<file path="src/rtl/biquad_pkg.sv">
// Shared definitions for the biquad coefficient writer: frame header magic,
// per-section coefficient indices and the writer state encoding.
// The CHK state only exists when COEFF_CHECKSUM_EN is defined.
package biquad_pkg;

  localparam logic [7:0] HDR_MAGIC = 8'hB2;
  localparam int COEFFS_PER_SECTION = 5;

  localparam logic [2:0] IDX_B0 = 3'd0;
  localparam logic [2:0] IDX_B1 = 3'd1;
  localparam logic [2:0] IDX_B2 = 3'd2;
  localparam logic [2:0] IDX_A1 = 3'd3;
  localparam logic [2:0] IDX_A2 = 3'(COEFFS_PER_SECTION - 1);

  typedef enum logic [2:0] {
    ST_IDLE   = 3'd0,
    ST_LOAD   = 3'd1,
`ifdef COEFF_CHECKSUM_EN
    ST_CHK    = 3'd2,
`endif
    ST_DRAIN  = 3'd3,
    ST_COMMIT = 3'd4
  } state_t;

endpackage

</file>
<file path="src/rtl/biquad_coeff_writer.sv">
// Runtime coefficient writer for the biquad cascade. Parses a framed
// coefficient stream (header, 5*N coefficients, optional XOR checksum),
// emits one registered write strobe per coefficient into the section shadow
// banks and pulses commit once a complete, valid frame has been received.
// Optional feature macro: COEFF_CHECKSUM_EN (trailing XOR checksum word).
module biquad_coeff_writer
  import biquad_pkg::*;
#(
  parameter int SECTIONS = 4,
  parameter int BITWIDTH = 32
) (
  input  logic                clk,
  input  logic                rst,
  input  logic                s_valid,
  output logic                s_ready,
  input  logic [BITWIDTH-1:0] s_data,
  input  logic                s_last,
  output logic                cw_en,
  output logic [7:0]          cw_sec,
  output logic [2:0]          cw_idx,
  output logic [BITWIDTH-1:0] cw_data,
  output logic                commit,
  output logic                err,
  output logic                busy
);

  localparam logic [7:0] MAX_SECTIONS = 8'(SECTIONS);

  state_t r_state;
  state_t w_nextState;

  logic                r_ready;
  logic                r_cwEn;
  logic [7:0]          r_cwSec;
  logic [2:0]          r_cwIdx;
  logic [BITWIDTH-1:0] r_cwData;
  logic                r_commit;
  logic                r_err;
  logic                r_busy;

  logic [7:0]          r_secCnt;
  logic [2:0]          r_idxCnt;
  logic [7:0]          r_numSec;
`ifdef COEFF_CHECKSUM_EN
  logic [BITWIDTH-1:0] r_xor;
`endif

  logic       w_accept;
  logic [7:0] w_hdrMagic;
  logic [7:0] w_hdrCount;
  logic       w_hdrOk;
  logic       w_finalCoeff;
  logic       w_frameErr;
  logic       w_write;
  logic       w_hdrStart;
  logic       w_nextReady;
  logic       w_nextBusy;
  logic       w_nextCommit;

  assign w_accept     = s_valid & r_ready;
  assign w_hdrMagic   = s_data[BITWIDTH-1 -: 8];
  assign w_hdrCount   = s_data[7:0];
  assign w_hdrOk      = (w_hdrMagic == HDR_MAGIC) && (w_hdrCount != 8'd0) &&
                        (w_hdrCount <= MAX_SECTIONS);
  assign w_finalCoeff = (r_idxCnt == IDX_A2) && (r_secCnt == r_numSec - 8'd1);

  // State register: synchronous reset returns to IDLE, aborting any frame.
  always_ff @(posedge clk) begin
    if (rst) r_state <= ST_IDLE;
    else     r_state <= w_nextState;
  end

  // Next-state logic: frame parsing and rejection decisions per accepted word.
  always_comb begin
    w_nextState = r_state;
    w_frameErr  = 1'b0;
    case (r_state)
      ST_IDLE: begin
        if (w_accept) begin
          if (!w_hdrOk) begin
            w_frameErr  = 1'b1;
            w_nextState = s_last ? ST_IDLE : ST_DRAIN;
          end else if (s_last) begin
            w_frameErr  = 1'b1;
            w_nextState = ST_IDLE;
          end else begin
            w_nextState = ST_LOAD;
          end
        end
      end
      ST_LOAD: begin
        if (w_accept) begin
          if (w_finalCoeff) begin
`ifdef COEFF_CHECKSUM_EN
            if (s_last) begin
              w_frameErr  = 1'b1;
              w_nextState = ST_IDLE;
            end else begin
              w_nextState = ST_CHK;
            end
`else
            if (s_last) begin
              w_nextState = ST_COMMIT;
            end else begin
              w_frameErr  = 1'b1;
              w_nextState = ST_DRAIN;
            end
`endif
          end else if (s_last) begin
            w_frameErr  = 1'b1;
            w_nextState = ST_IDLE;
          end
        end
      end
`ifdef COEFF_CHECKSUM_EN
      ST_CHK: begin
        if (w_accept) begin
          if (s_last && (s_data == r_xor)) begin
            w_nextState = ST_COMMIT;
          end else begin
            w_frameErr  = 1'b1;
            w_nextState = s_last ? ST_IDLE : ST_DRAIN;
          end
        end
      end
`endif
      ST_DRAIN: begin
        if (w_accept && s_last) w_nextState = ST_IDLE;
      end
      ST_COMMIT: begin
        w_nextState = ST_IDLE;
      end
      default: begin
        w_nextState = ST_IDLE;
      end
    endcase
  end

  // Output logic: next values of the registered strobes and status flags.
  always_comb begin
    w_write      = (r_state == ST_LOAD) && w_accept;
    w_hdrStart   = (r_state == ST_IDLE) && w_accept && (w_nextState == ST_LOAD);
    w_nextCommit = (w_nextState == ST_COMMIT);
    w_nextReady  = (w_nextState != ST_COMMIT);
    w_nextBusy   = (w_nextState != ST_IDLE) && (w_nextState != ST_COMMIT);
  end

  // Registered outputs plus section/index counters and checksum accumulator.
  always_ff @(posedge clk) begin
    if (rst) begin
      r_ready  <= 1'b0;
      r_cwEn   <= 1'b0;
      r_cwSec  <= 8'd0;
      r_cwIdx  <= 3'd0;
      r_cwData <= '0;
      r_commit <= 1'b0;
      r_err    <= 1'b0;
      r_busy   <= 1'b0;
      r_secCnt <= 8'd0;
      r_idxCnt <= 3'd0;
      r_numSec <= 8'd0;
`ifdef COEFF_CHECKSUM_EN
      r_xor    <= '0;
`endif
    end else begin
      r_ready  <= w_nextReady;
      r_commit <= w_nextCommit;
      r_err    <= w_frameErr;
      r_busy   <= w_nextBusy;
      r_cwEn   <= w_write;
      if (w_hdrStart) begin
        r_numSec <= w_hdrCount;
        r_secCnt <= 8'd0;
        r_idxCnt <= IDX_B0;
`ifdef COEFF_CHECKSUM_EN
        r_xor    <= '0;
`endif
      end
      if (w_write) begin
        r_cwSec  <= r_secCnt;
        r_cwIdx  <= r_idxCnt;
        r_cwData <= s_data;
`ifdef COEFF_CHECKSUM_EN
        r_xor    <= r_xor ^ s_data;
`endif
        if (r_idxCnt == IDX_A2) begin
          r_idxCnt <= IDX_B0;
          r_secCnt <= r_secCnt + 8'd1;
        end else begin
          r_idxCnt <= r_idxCnt + 3'd1;
        end
      end
    end
  end

  assign s_ready = r_ready;
  assign cw_en   = r_cwEn;
  assign cw_sec  = r_cwSec;
  assign cw_idx  = r_cwIdx;
  assign cw_data = r_cwData;
  assign commit  = r_commit;
  assign err     = r_err;
  assign busy    = r_busy;

endmodule

</file>
<file path="config.mk">
export PLATFORM = sky130hd
export DESIGN_NAME = biquad_coeff_writer
export DESIGN_NICKNAME = d
export VERILOG_FILES = /design/src/rtl/biquad_pkg.sv /design/src/rtl/biquad_coeff_writer.sv
export SDC_FILE = /design/constraint.sdc
export NUM_CORES = 1
export LEC_CHECK = 0
export BUFFER_PORTS_ARGS = -buffer_cell sky130_fd_sc_hd__buf_2
export CAP_MARGIN = 20
export CORE_AREA = 2 2 90 92
export DETAILED_ROUTE_END_ITERATION = 8
export DIE_AREA = 0 0 92 94
export PLACE_DENSITY = 0.66
export SLEW_MARGIN = 20
export SYNTH_ARGS = -nofsm -noshare
export SYNTH_HDL_FRONTEND = slang
export SYNTH_SLANG_ARGS = --single-unit
export TNS_END_PERCENT = 20
</file>
<file path="constraint.sdc">
create_clock -name clk -period 5.3 [get_ports clk]
set_input_delay 0.265 -clock clk [delete_from_list [all_inputs] [get_ports clk]]
set_output_delay 0.265 -clock clk [all_outputs]
set_load 0.005 [all_outputs]
</file>
* Word level (Yosys, flattened, before mapping)
Index checks and enable logic that the tools add are counted.
** Word-level totals
- Flip-flop bits (word level) :: 70
- Input bits :: 36
- Logic and storage cells :: 60
** Operators by class
- Add/subtract/negate cells :: 3
- Order comparisons :: 1
- Equal/unequal tests :: 8
- Mux-type cells :: 23
- Bitwise logic cells :: 1
- Reductions and logical operators :: 12
** Operators with widths (count)
- $mux W3 :: 9
- $mux W8 :: 3
- $pmux W3 S3 :: 1
- $add A8 B1 Y8 const B :: 1
- $eq A8 B8 Y1 :: 1
- $eq A8 B8 Y1 const B :: 1
- $le A8 B3 Y1 const B :: 1
- $logic_and A1 B1 Y1 :: 8
- $reduce_bool A8 Y1 :: 1
- $sub A8 B1 Y8 const B :: 1
- $mux W1 :: 7
- $eq A3 B1 Y1 const B :: 2
- $eq A3 B3 Y1 const B :: 2
- $mux W2 :: 2
- $add A3 B1 Y3 const B :: 1
- $eq A3 B2 Y1 const B :: 1
- $logic_not A3 Y1 :: 1
- $ne A3 B3 Y1 const B :: 1
- $reduce_bool A3 Y1 :: 1
- $pmux W1 S2 :: 1
- $reduce_bool A2 Y1 :: 1
- $and A1 B1 Y1 :: 1

* Depth between registers and ports, before layout
Gate-level depths: netlist of run 1.
- Depth in word-level cells :: 11
- Gate-level depth with buffers :: 9

* Least setup slack after synthesis of run 1
OpenSTA, ideal clock, no wires.
- Path kind :: reg-to-reg
- Start :: register r_numSec[0]
- End :: register r_err, in the netlist err
- Setup time :: 0.129 ns
- Arrival :: 1.763 ns
- Required time :: 5.171 ns
- Slack :: 3.408 ns
- Stages on the path, launching flop included :: 10
- Cells stage by stage :: dfxtp_1 -> inv_1 -> ha_1 -> clkbuf_1 -> o21bai_1 -> a211o_1 -> a21oi_1 -> nor2_1 -> o41ai_1 -> a21oi_1
** On the way
- Cells in the longest elaborated chain, start to end :: 6
** RTL lines
- start: declaration :: RTL line biquad_coeff_writer.sv:43 : logic [7:0] r_numSec;
- start signal: assignment :: RTL line biquad_coeff_writer.sv:172 : r_numSec <= w_hdrCount;
- $sub A8 B1 Y8 :: RTL line biquad_coeff_writer.sv:65 : assign w_finalCoeff = (r_idxCnt == IDX_A2) && (r_secCnt == r_numSec - 8'd1);
- $eq A8 B8 Y1 :: RTL line biquad_coeff_writer.sv:65
- $logic_and A1 B1 Y1 :: RTL line biquad_coeff_writer.sv:65
- $mux W1 :: RTL line biquad_coeff_writer.sv:93 : if (w_finalCoeff) begin
- $mux W1 :: RTL line biquad_coeff_writer.sv:92 : if (w_accept) begin
- $pmux W1 S2 :: RTL line biquad_coeff_writer.sv:77 : case (r_state)
- end signal: assignment :: RTL line biquad_coeff_writer.sv:168 : r_err <= w_frameErr;
- end: declaration :: RTL line biquad_coeff_writer.sv:38 : logic r_err;
No other way between the ends.
A chain may end at the register's enable or synchronous reset.

* Final worst setup path of run 1
Same ends and word-level chain as after synthesis.

==> flow_summary.json, run 1 <==
{
  "wl_met2_mm": 3.29,
  "antenna_cells": 0,
  "synthCells": 358,
  "routed_wl_mm": 6.98,
  "clock_path_buffers": 2,
  "grt_pass1_wl_mm": 11.5,
  "clockRootBuffer": "clkbuf_8",
  "pin_count": 84,
  "ctsHoldBuffers": 0,
  "place_area_um2": 3370,
  "grt_start_max_net_pins": 61,
  "rows": 32,
  "dieWidth_um": 92,
  "port-buffer-count": 83,
  "fin_hold_ws_ps": 152,
  "met3WireLength_um": 502,
  "synthesis.area_um2": 2870,
  "start_util_pct": 37.8,
  "drtIter0Drc": 76,
  "cts_num_sinks": 70,
  "vias": 2698,
  "ctsResizeCount": 0,
  "synth_compound_area_share_pct": 15.6,
  "first_pass_iters": 4,
  "synth_fa_ha_area_share_pct": 1.74,
  "postRouteAntennaNets": 0,
  "worstPathArrival_ps": 2360,
  "grt.total_usage_pct": 16.7,
  "final_area_um2": 3580,
  "timing.fmax_ghz": 0.467,
  "worst_pin_slew_ps": 630,
  "endpoint_kind": "flop",
  "ys_ff_latch": 70,
  "maxSlewViolCount": 0,
  "synth_top_family_by_area": "simple AND/OR/NAND/NOR gates",
  "core_um2": 7610,
  "muxShareOfSynthArea_pct": 0,
  "maxUsedRoutingLayer": "met4",
  "timing.final.hold_violations": 0,
  "postCtsSetupBuffers": 0,
  "cts_buffers": 9,
  "async_reset_ff_share_pct": 0,
  "synth_warnings": 0,
  "via_per_inst": 4.99,
  "cp-start-kind": "flop",
  "setup_violations": 0,
  "ir_drop_v": 0.000156,
  "cts_tree": "done",
  "drv_cap": 0,
  "total_leakage_power_nw": 1.46,
  "synth_flop_cell": "dfxtp_1",
  "synth_edf_count": 0,
  "yosys.area_share.xor_xnor_pct": 3.66,
  "power.density_nw_per_um2": 294,
  "wl_per_cell_um": 12.9,
  "outcome": "completed",
  "timing.setup.tns_ps": 0,
  "grt.overflow.total": 0,
  "worst-path-max-fanout": 6,
  "syn-mean-instance-area_um2": 8.02,
  "dp_hpwl_mm": 4.86,
  "fin_crit_sh_pct": 40.4,
  "period_needed_ps": 2140,
  "hold_class": "in -> reg",
  "ys_seq_area_share_pct": 48.8,
  "drive_above_1_share_pct": 25.1,
  "relSlewSlack_pct": 57.8,
  "h-tree-depth": 3,
  "grt_setup_unrepaired": "no",
  "required_ps": 5520,
  "drc": 0,
  "synth.distinct_cells": 39,
  "die_area_um2": 8650,
  "crit_type": "reg -> reg",
  "syn_nets": 398,
  "syn_to_final_growth_pct": 24.8,
  "nets": 474,
  "place_congestion": 0.808,
  "grt_pass1_vias": 2527,
  "rrSetupSlack_ps": 3160,
  "clock_latency_ps": 340,
  "antenna_found_initial": 0,
  "die_h_um": 94,
  "skew_ps": 4.59,
  "yosys.area_share.simple_pct": 26.6,
  "met1_length_mm": 3.12,
  "clk_pin_slew_ps": 80
}
==> report_power, final <==
group / internal [mW] / total [mW] / switching, mW
clock: 0.264 / 0.466 / 0.201
sequential: 0.532 / 0.536 / 0.00357
combinational: 0.0215 / 0.0538 / 0.0323
total: 0.818 / 1.05 / 0.237
==> path summary, 6_finish.rpt <==
kind | start | end | cells after the start
worst min register to register | cw_data[17] | cw_data[17] | 2
worst max-delay path | r_numSec[0] | err | 8
worst min-delay path | s_data[17] | cw_data[17] | 3
worst max register to register | r_numSec[0] | err | 8
==> final cells by class <==
| type | count | area, um^2 |
|---|---|---|
| clock inverters | 6 | 86.3 |
| flip-flops and latches | 70 | 1400 |
| multi-input cells | 262 | 1390 |
| well taps | 102 | 128 |
| fillers | 784 | 4020 |
| inverters | 5 | 18.8 |
| repair buffers | 86 | 438 |
| clock buffers | 10 | 128 |
==> cells by family after synthesis <==
kind of cell             count (synthesis)
AO/OA/AOI/OAI                           79
XOR/XNOR                                12
adder cells (fa/ha/maj)                  4
buffers and inverters                   26
flip-flops                              70
AND/OR/NAND/NOR                        167
==> registers in the layout, indices dropped and copies added, names as in the netlist <==
name	cells
r_idxCnt	3
commit	1
busy	1
err	1
r_state	3
s_ready	1
cw_sec	8
cw_data	32
cw_idx	3
r_secCnt	8
cw_en	1
r_numSec	8
==> critical path, stage by stage (launching register included) <==
cell	delay, ps
dfxtp_1	440
inv_1	70
ha_1	290
xnor2_1	170
xnor2_1	140
nor4_1	200
nand4_1	280
o41ai_1	340
a21oi_1	90
==> cell usage in the layout, fill, tap and decap left out, types with 2 or more instances in the layout <==
master     synthesis  routed
xnor2_1            9       9
nor2b_1            3       3
and3_1             3       3
buf_2              5      83
nor4_1             6       6
clkbuf_8           0       9
nor2_1            14      13
nand3_1            8       7
nand2_1          103     103
bufinv_16          0       2
xor2_1             3       3
buf_4              0       3
clkinv_2           0       2
dfxtp_1           70      70
a31oi_1            8       8
nor3_1             7       6
nor3_2             1       2
o21ai_0            2       2
o31ai_1            3       3
nand4_1            4       4
ha_1               4       4
inv_1              5       5
a21oi_1           56      56
nand2b_1           4       4
or3_1              2       2
a41oi_1            2       2
and2_1             6       6
==> through the flow <==
stage | power (mW) | utilization, % | cells | setup slack (ps)
final | 1.05 | 47.1 | 541 | 3160
after global routing | 1.10 | 47.1 | 541 | 3000
after CTS | 1.06 | 47.1 | 541 | 2850
after detailed placement | 0.602 | 44.2 | 525 | 2880
after global placement | 0.601 | 44.2 | 525 | 2960
after floorplan | 0.573 | - | 358 | 3410
==> routing by layer <==
metal	track usage, %	up-vias
met2	28.1	80
met1	19.7	1251
met4	5.97	0
met3	5.94	5
met5	0	-
li1	-	1362
==> cells in the mapped netlist, types with 2 or more instances <==
cell	count	share of area (%)
xor2_1	3	0.91
nand2_1	103	13
xnor2_1	9	2.7
nor4_1	6	1.3
dfxtp_1	70	49
o21ai_0	2	0.35
nor3_1	7	1.2
nand4_1	4	0.87
a21oi_1	56	9.8
a31oi_1	8	1.7
nand3_1	8	1.4
buf_1	3	0.39
or3_1	2	0.44
clkbuf_1	13	1.7
and2_1	6	1.3
o31ai_1	3	0.78
ha_1	4	1.7
nor2_1	14	1.8
buf_2	5	0.87
and3_1	3	0.65
a41oi_1	2	0.61
nand2b_1	4	0.87
inv_1	5	0.65
nor2b_1	3	0.65
(Power assumes the default switching activity.)
==> run 2: changes to the inputs <==
ABC_AREA = 1   (was not set)
CORE_AREA = 2 2 92 94   (was 2 2 90 92)
DIE_AREA = 0 0 94 96   (was 0 0 92 94)
PLACE_DENSITY = 0.65   (was 0.66)
clock period = 1.99 ns   (was 5.3 ns; I/O delays follow)
==> flow_summary.json, run 2 <==
{
  "required_ps": 2260,
  "relSlewSlack_pct": 55.0,
  "min_from": "s_data[30]",
  "crit_type": "reg -> reg",
  "pin_count": 84,
  "cts_buffers": 9,
  "drv_cap": 0,
  "antenna_cells": 0,
  "port-buffer-count": 83,
  "syn_to_final_growth_pct": 39.5,
  "maxSlewViolCount": 0,
  "drc": 0,
  "h-tree-depth": 3,
  "via_per_inst": 4.71,
  "cp-start-kind": "flop",
  "grt_start_max_net_pins": 56,
  "synth_warnings": 0,
  "grt_pass1_wl_mm": 13.3,
  "synthCells": 412,
  "grt.overflow.total": 0,
  "crit_start": "r_numSec[1]",
  "ir_drop_v": 0.000584,
  "fin_crit_sh_pct": 93.6,
  "skew_ps": 8.11,
  "start_util_pct": 36.8,
  "routed_wl_mm": 8.34,
  "synthesis.area_um2": 2960,
  "worst_pin_slew_ps": 668,
  "grt_pass1_vias": 2892,
  "setup_ws_ps": 127,
  "cts_tree": "done",
  "async_reset_ff_share_pct": 0,
  "drive_above_1_share_pct": 25.4,
  "nets": 566,
  "period_needed_ps": 1860,
  "fill_cells": 785,
  "total_power_mw": 2.98,
  "critical_path.reg2reg.startpoint": "r_numSec[1]",
  "synth_edf_count": 0,
  "dp_hpwl_mm": 5.22,
  "seq_area_um2": 1400,
  "cts_num_sinks": 70,
  "grt_setup_unrepaired": "yes",
  "final_cell_count_no_fill": 636,
  "worst-path-max-fanout": 5,
  "mostFrequentLayoutCells": "102 x nor2_1, 82 x buf_2, 68 x dfxtp_1",
  "postCtsSetupBuffers": 0,
  "place_area_um2": 3520,
  "synth_top_area_share_pct": 47.3,
  "synth_common_cells": "104 x nor2_1, 70 x dfxtp_1, 61 x nand2_1",
  "postRouteAntennaNets": 0,
  "drtIter0Drc": 145,
  "antenna_found_initial": 0,
  "die_area_um2": 9020,
  "timing.fmax_ghz": 0.537,
  "endpoint_kind": "flop",
  "total_leakage_power_nw": 2.09,
  "clock_latency_ps": 350,
  "rows": 33,
  "largest_reg_flops": 32,
  "grt.total_usage_pct": 18.7,
  "synth_most_common_cell": "nor2_1",
  "utilization_pct": 51.3,
  "outcome": "completed",
  "synth.distinct_cells": 28,
  "timing.final.hold_violations": 0,
  "place_congestion": 0.868,
  "dieWidth_um": 94,
  "core_um2": 8050,
  "dp_slack_ps": 118,
  "wl_per_cell_um": 13.1,
  "clk_pin_slew_ps": 80,
  "yosys.area.top_type": "dfxtp_1",
  "die_h_um": 96,
  "first_pass_iters": 5,
  "final_area_um2": 4130,
  "worstPathArrival_ps": 2140,
  "ys_ff_latch": 70,
  "synth_flop_cell": "dfxtp_1",
  "clock_path_buffers": 2,
  "placed_cells": 593,
  "synth_area_leaders": "dfxtp_1 47%, nor2_1 13%, o21ai_0 8.1%",
  "clockRootBuffer": "clkbuf_8",
  "setup_violations": 0,
  "multi_input_area_um2": 1430,
  "ys_seq_area_share_pct": 47.3,
  "syn_nets": 452,
  "vias": 2993,
  "syn-mean-instance-area_um2": 7.19,
  "layout_commonest_cell": "nor2_1",
  "hold_class": "in -> reg",
  "power.density_nw_per_um2": 722
}
## run 2: cell types whose count changed after synthesis, sizes merged, moves of 5 or more
cell	previous run	this run
nor4	7	2
nor2	15	105
and2	6	0
o21ai	2	49
nand3	8	24
a31oi	8	0
nand2	104	62
a21oi	57	23
inv	5	30
## run 2: worst paths after layout
path                 end  slack (ps)  depth (start not counted)
max          r_idxCnt[2]         130                         15
min          cw_data[30]          10                          3
max reg2reg  r_idxCnt[2]         130                         15
min reg2reg    cw_idx[2]         460                          2
## run 2: final cells by class
cell class / instances / share of cell area [%]
multi-input cells: 290 / 34.6
flip-flops and latches: 70 / 34.0
repair buffers: 123 / 20.1
well taps: 105 / 3.18
clock buffers: 10 / 3.09
inverters: 32 / 2.91
clock inverters: 6 / 2.09
## run 2: cell families after synthesis
kind of cell               after synthesis  synth area share, %
buffers and inverters                   52                 7.22
DFF                                     70                 47.3
AOI/OAI and AO/OA                       73                 12.7
adders and majority gates                4                 1.69
and+or+nand+nor                        202                 27.8
xor gates and xnor gates                11                 3.25
## run 2: repair_timing
| item | in CTS | in global routing |
|---|---|---|
| endpoints found under the hold margin | 25 | 0 |
| resized for setup | 0 | 21 |
| hold buffers | 25 | 0 |
| endpoints found under the setup margin | 0 | 22 |
## run 2: critical path, stage by stage (launching register included)
cell,delay (ps)
dfxtp_2,340
inv_2,50
ha_4,160
or2_1,240
nand2_1,60
nand2_1,40
nand2_1,50
nand2_1,50
nor2_1,90
nand2_1,70
nand2_1,70
nand2_2,70
nand3_4,120
clkbuf_16,160
nand3_1,60
a21oi_1,140
## run 2: report_power, final
group	internal, mW	total, mW	switching [mW]
Clock	0.704	1.26	0.559
Sequential	1.43	1.44	0.0138
Combinational	0.135	0.280	0.145
Total	2.27	2.98	0.718
## run 2: stage by stage
stage                     TNS [ps]  hold slack (ps)
after detailed placement         0              330
after global placement           0              321
after global routing          -197             11.0
after floorplan                  0              234
final                            0             13.0
after CTS                        0            0.127
## run 2: per-layer routing
layer | up-vias | global-route usage (%) | wire length, um
li1 | 1541 | - | -
met1 | 1365 | 22.6 | 3700
met2 | 78 | 31.4 | 4040
met3 | 9 | 5.32 | 506
met4 | 0 | 7.37 | 85
met5 | - | 0 | 0
==> run 3: changes to the inputs <==
ABC_AREA = not set   (was 1)
CORE_AREA = 2 2 90 92   (was 2 2 92 94)
DIE_AREA = 0 0 92 94   (was 0 0 94 96)
PLACE_DENSITY = 0.66   (was 0.65)
clock period = 2.1 ns   (was 1.99 ns; I/O delays follow)
==> flow_summary.json, run 3 (same netlist as run 1, synthesis figures left out) <==
{
  "drv_cap": 0,
  "drtIter0Drc": 127,
  "rows": 32,
  "nets": 505,
  "grt.overflow.total": 0,
  "die_area_um2": 8650,
  "timing.final.hold_violations": 0,
  "worstPathArrival_ps": 2190,
  "grt_pass1_wl_mm": 13.0,
  "cts_buffers": 9,
  "outcome": "completed",
  "drc": 0,
  "power.density_nw_per_um2": 684,
  "port-buffer-count": 83,
  "dp_hpwl_mm": 4.92,
  "timing.setup.tns_ps": 0,
  "routed_wl_mm": 7.56,
  "worst_pin_slew_ps": 493,
  "largest_reg_flops": 32,
  "total_leakage_power_nw": 1.59,
  "syn_to_final_growth_pct": 35.0,
  "cts_num_sinks": 70,
  "worst-path-max-fanout": 6,
  "grt_pass1_vias": 2759,
  "postRouteAntennaNets": 0,
  "die_h_um": 94,
  "drive_above_1_share_pct": 25.3,
  "core_um2": 7610,
  "setup_violations": 0,
  "clk_pin_slew_ps": 70,
  "endpoint_kind": "flop",
  "vias": 2795,
  "antenna_found_initial": 0,
  "ir_drop_v": 0.000515,
  "via_per_inst": 4.89,
  "crit_type": "in -> reg",
  "dieWidth_um": 92,
  "fin_crit_sh_pct": 93.0,
  "relSlewSlack_pct": 67.0,
  "grt_setup_unrepaired": "no",
  "clockRootBuffer": "clkbuf_8",
  "clock_latency_ps": 350,
  "wl_per_cell_um": 13.2,
  "required_ps": 2340,
  "mostFrequentLayoutCells": "103 x nand2_1, 83 x buf_2, 69 x dfxtp_1",
  "cts_tree": "done",
  "layout_commonest_cell": "nand2_1",
  "antenna_cells": 0,
  "grt_start_max_net_pins": 39,
  "pin_count": 84,
  "period_needed_ps": 1950,
  "timing.fmax_ghz": 0.512,
  "hold_class": "in -> reg",
  "clock_path_buffers": 2,
  "utilization_pct": 51.0,
  "fill_cells": 769,
  "grt.total_usage_pct": 18.9,
  "skew_ps": 5.63,
  "first_pass_iters": 4,
  "place_congestion": 0.815,
  "start_util_pct": 37.8,
  "total_power_mw": 2.65,
  "h-tree-depth": 3,
  "cp-start-kind": "input port",
  "maxSlewViolCount": 0
}
==> run 3: cell types whose count changed in the layout (fill, tap and decap cells not counted), sizes merged, moves of 5 or more <==
| cell | before | now |
|---|---|---|
| a31oi | 0 | 8 |
| a21oi | 23 | 57 |
| nand3 | 24 | 8 |
| and2 | 0 | 6 |
| nor2 | 105 | 15 |
| nor4 | 2 | 7 |
| nand2 | 62 | 104 |
| o21ai | 49 | 2 |
| inv | 30 | 5 |
==> run 3: metrics by stage <==
| stage | instances | worst slack [ps] | area [um^2] | hold slack (ps) |
|---|---|---|---|---|
| 2_1_floorplan | 358 | 208 | 2870 | 189 |
| 3_3_place_gp | 531 | 181 | 3410 | 345 |
| 3_5_place_dp | 531 | 68.5 | 3410 | 350 |
| 4_1_cts | 571 | 28.3 | 3850 | 1.76 |
| 5_1_grt | 572 | 23.6 | 3880 | 13.8 |
| 6_report | 572 | 148 | 3880 | 7.61 |
==> run 3: repair_timing <==
action,in CTS,in global routing
endpoints found under the hold margin,24,0
hold buffers,24,0
setup endpoints to repair,0,5
gates resized for setup,0,4
setup buffers,0,1
==> run 3: area by class of cell <==
class                      count  area (um^2)  area share (%)
clock buffer                  13          159            4.10
clock inverter                 3         42.5            1.10
inverter                       5         18.8           0.484
multi-input combinational    262         1400            36.0
sequential                    70         1400            36.2
tap                          102          128            3.29
timing repair buffer         117          731            18.8
==> run 3: final timing paths <==
kind	from	to	slack, ps	cells after the start
max reg2reg	r_numSec[0]	err	200	8
max	s_data[26]	r_idxCnt[2]	150	7
min reg2reg	cw_data[16]	cw_data[16]	450	2
min	s_data[24]	cw_data[24]	8	3
==> run 3: worst max-delay path: stages <==
cell,delay (ps)
dlygate4sd3_1,540
buf_2,130
nor4bb_1,430
nand4_1,250
or3_1,520
a21oi_2,170
nor3_1,50
==> run 3: power breakdown <==
| part | switching [mW] | internal, mW |
|---|---|---|
| logic | 0.0898 | 0.0871 |
| registers | 0.00889 | 1.34 |
| clock network | 0.509 | 0.613 |
==> run 3: metal layers <==
metal,GRT usage [%],routed length (um),vias to the layer above
met1,22.7,3300,1286
met4,7.84,118,0
met2,32.7,3730,70
met3,4.57,413,11
met5,0,0,-
li1,-,-,1428
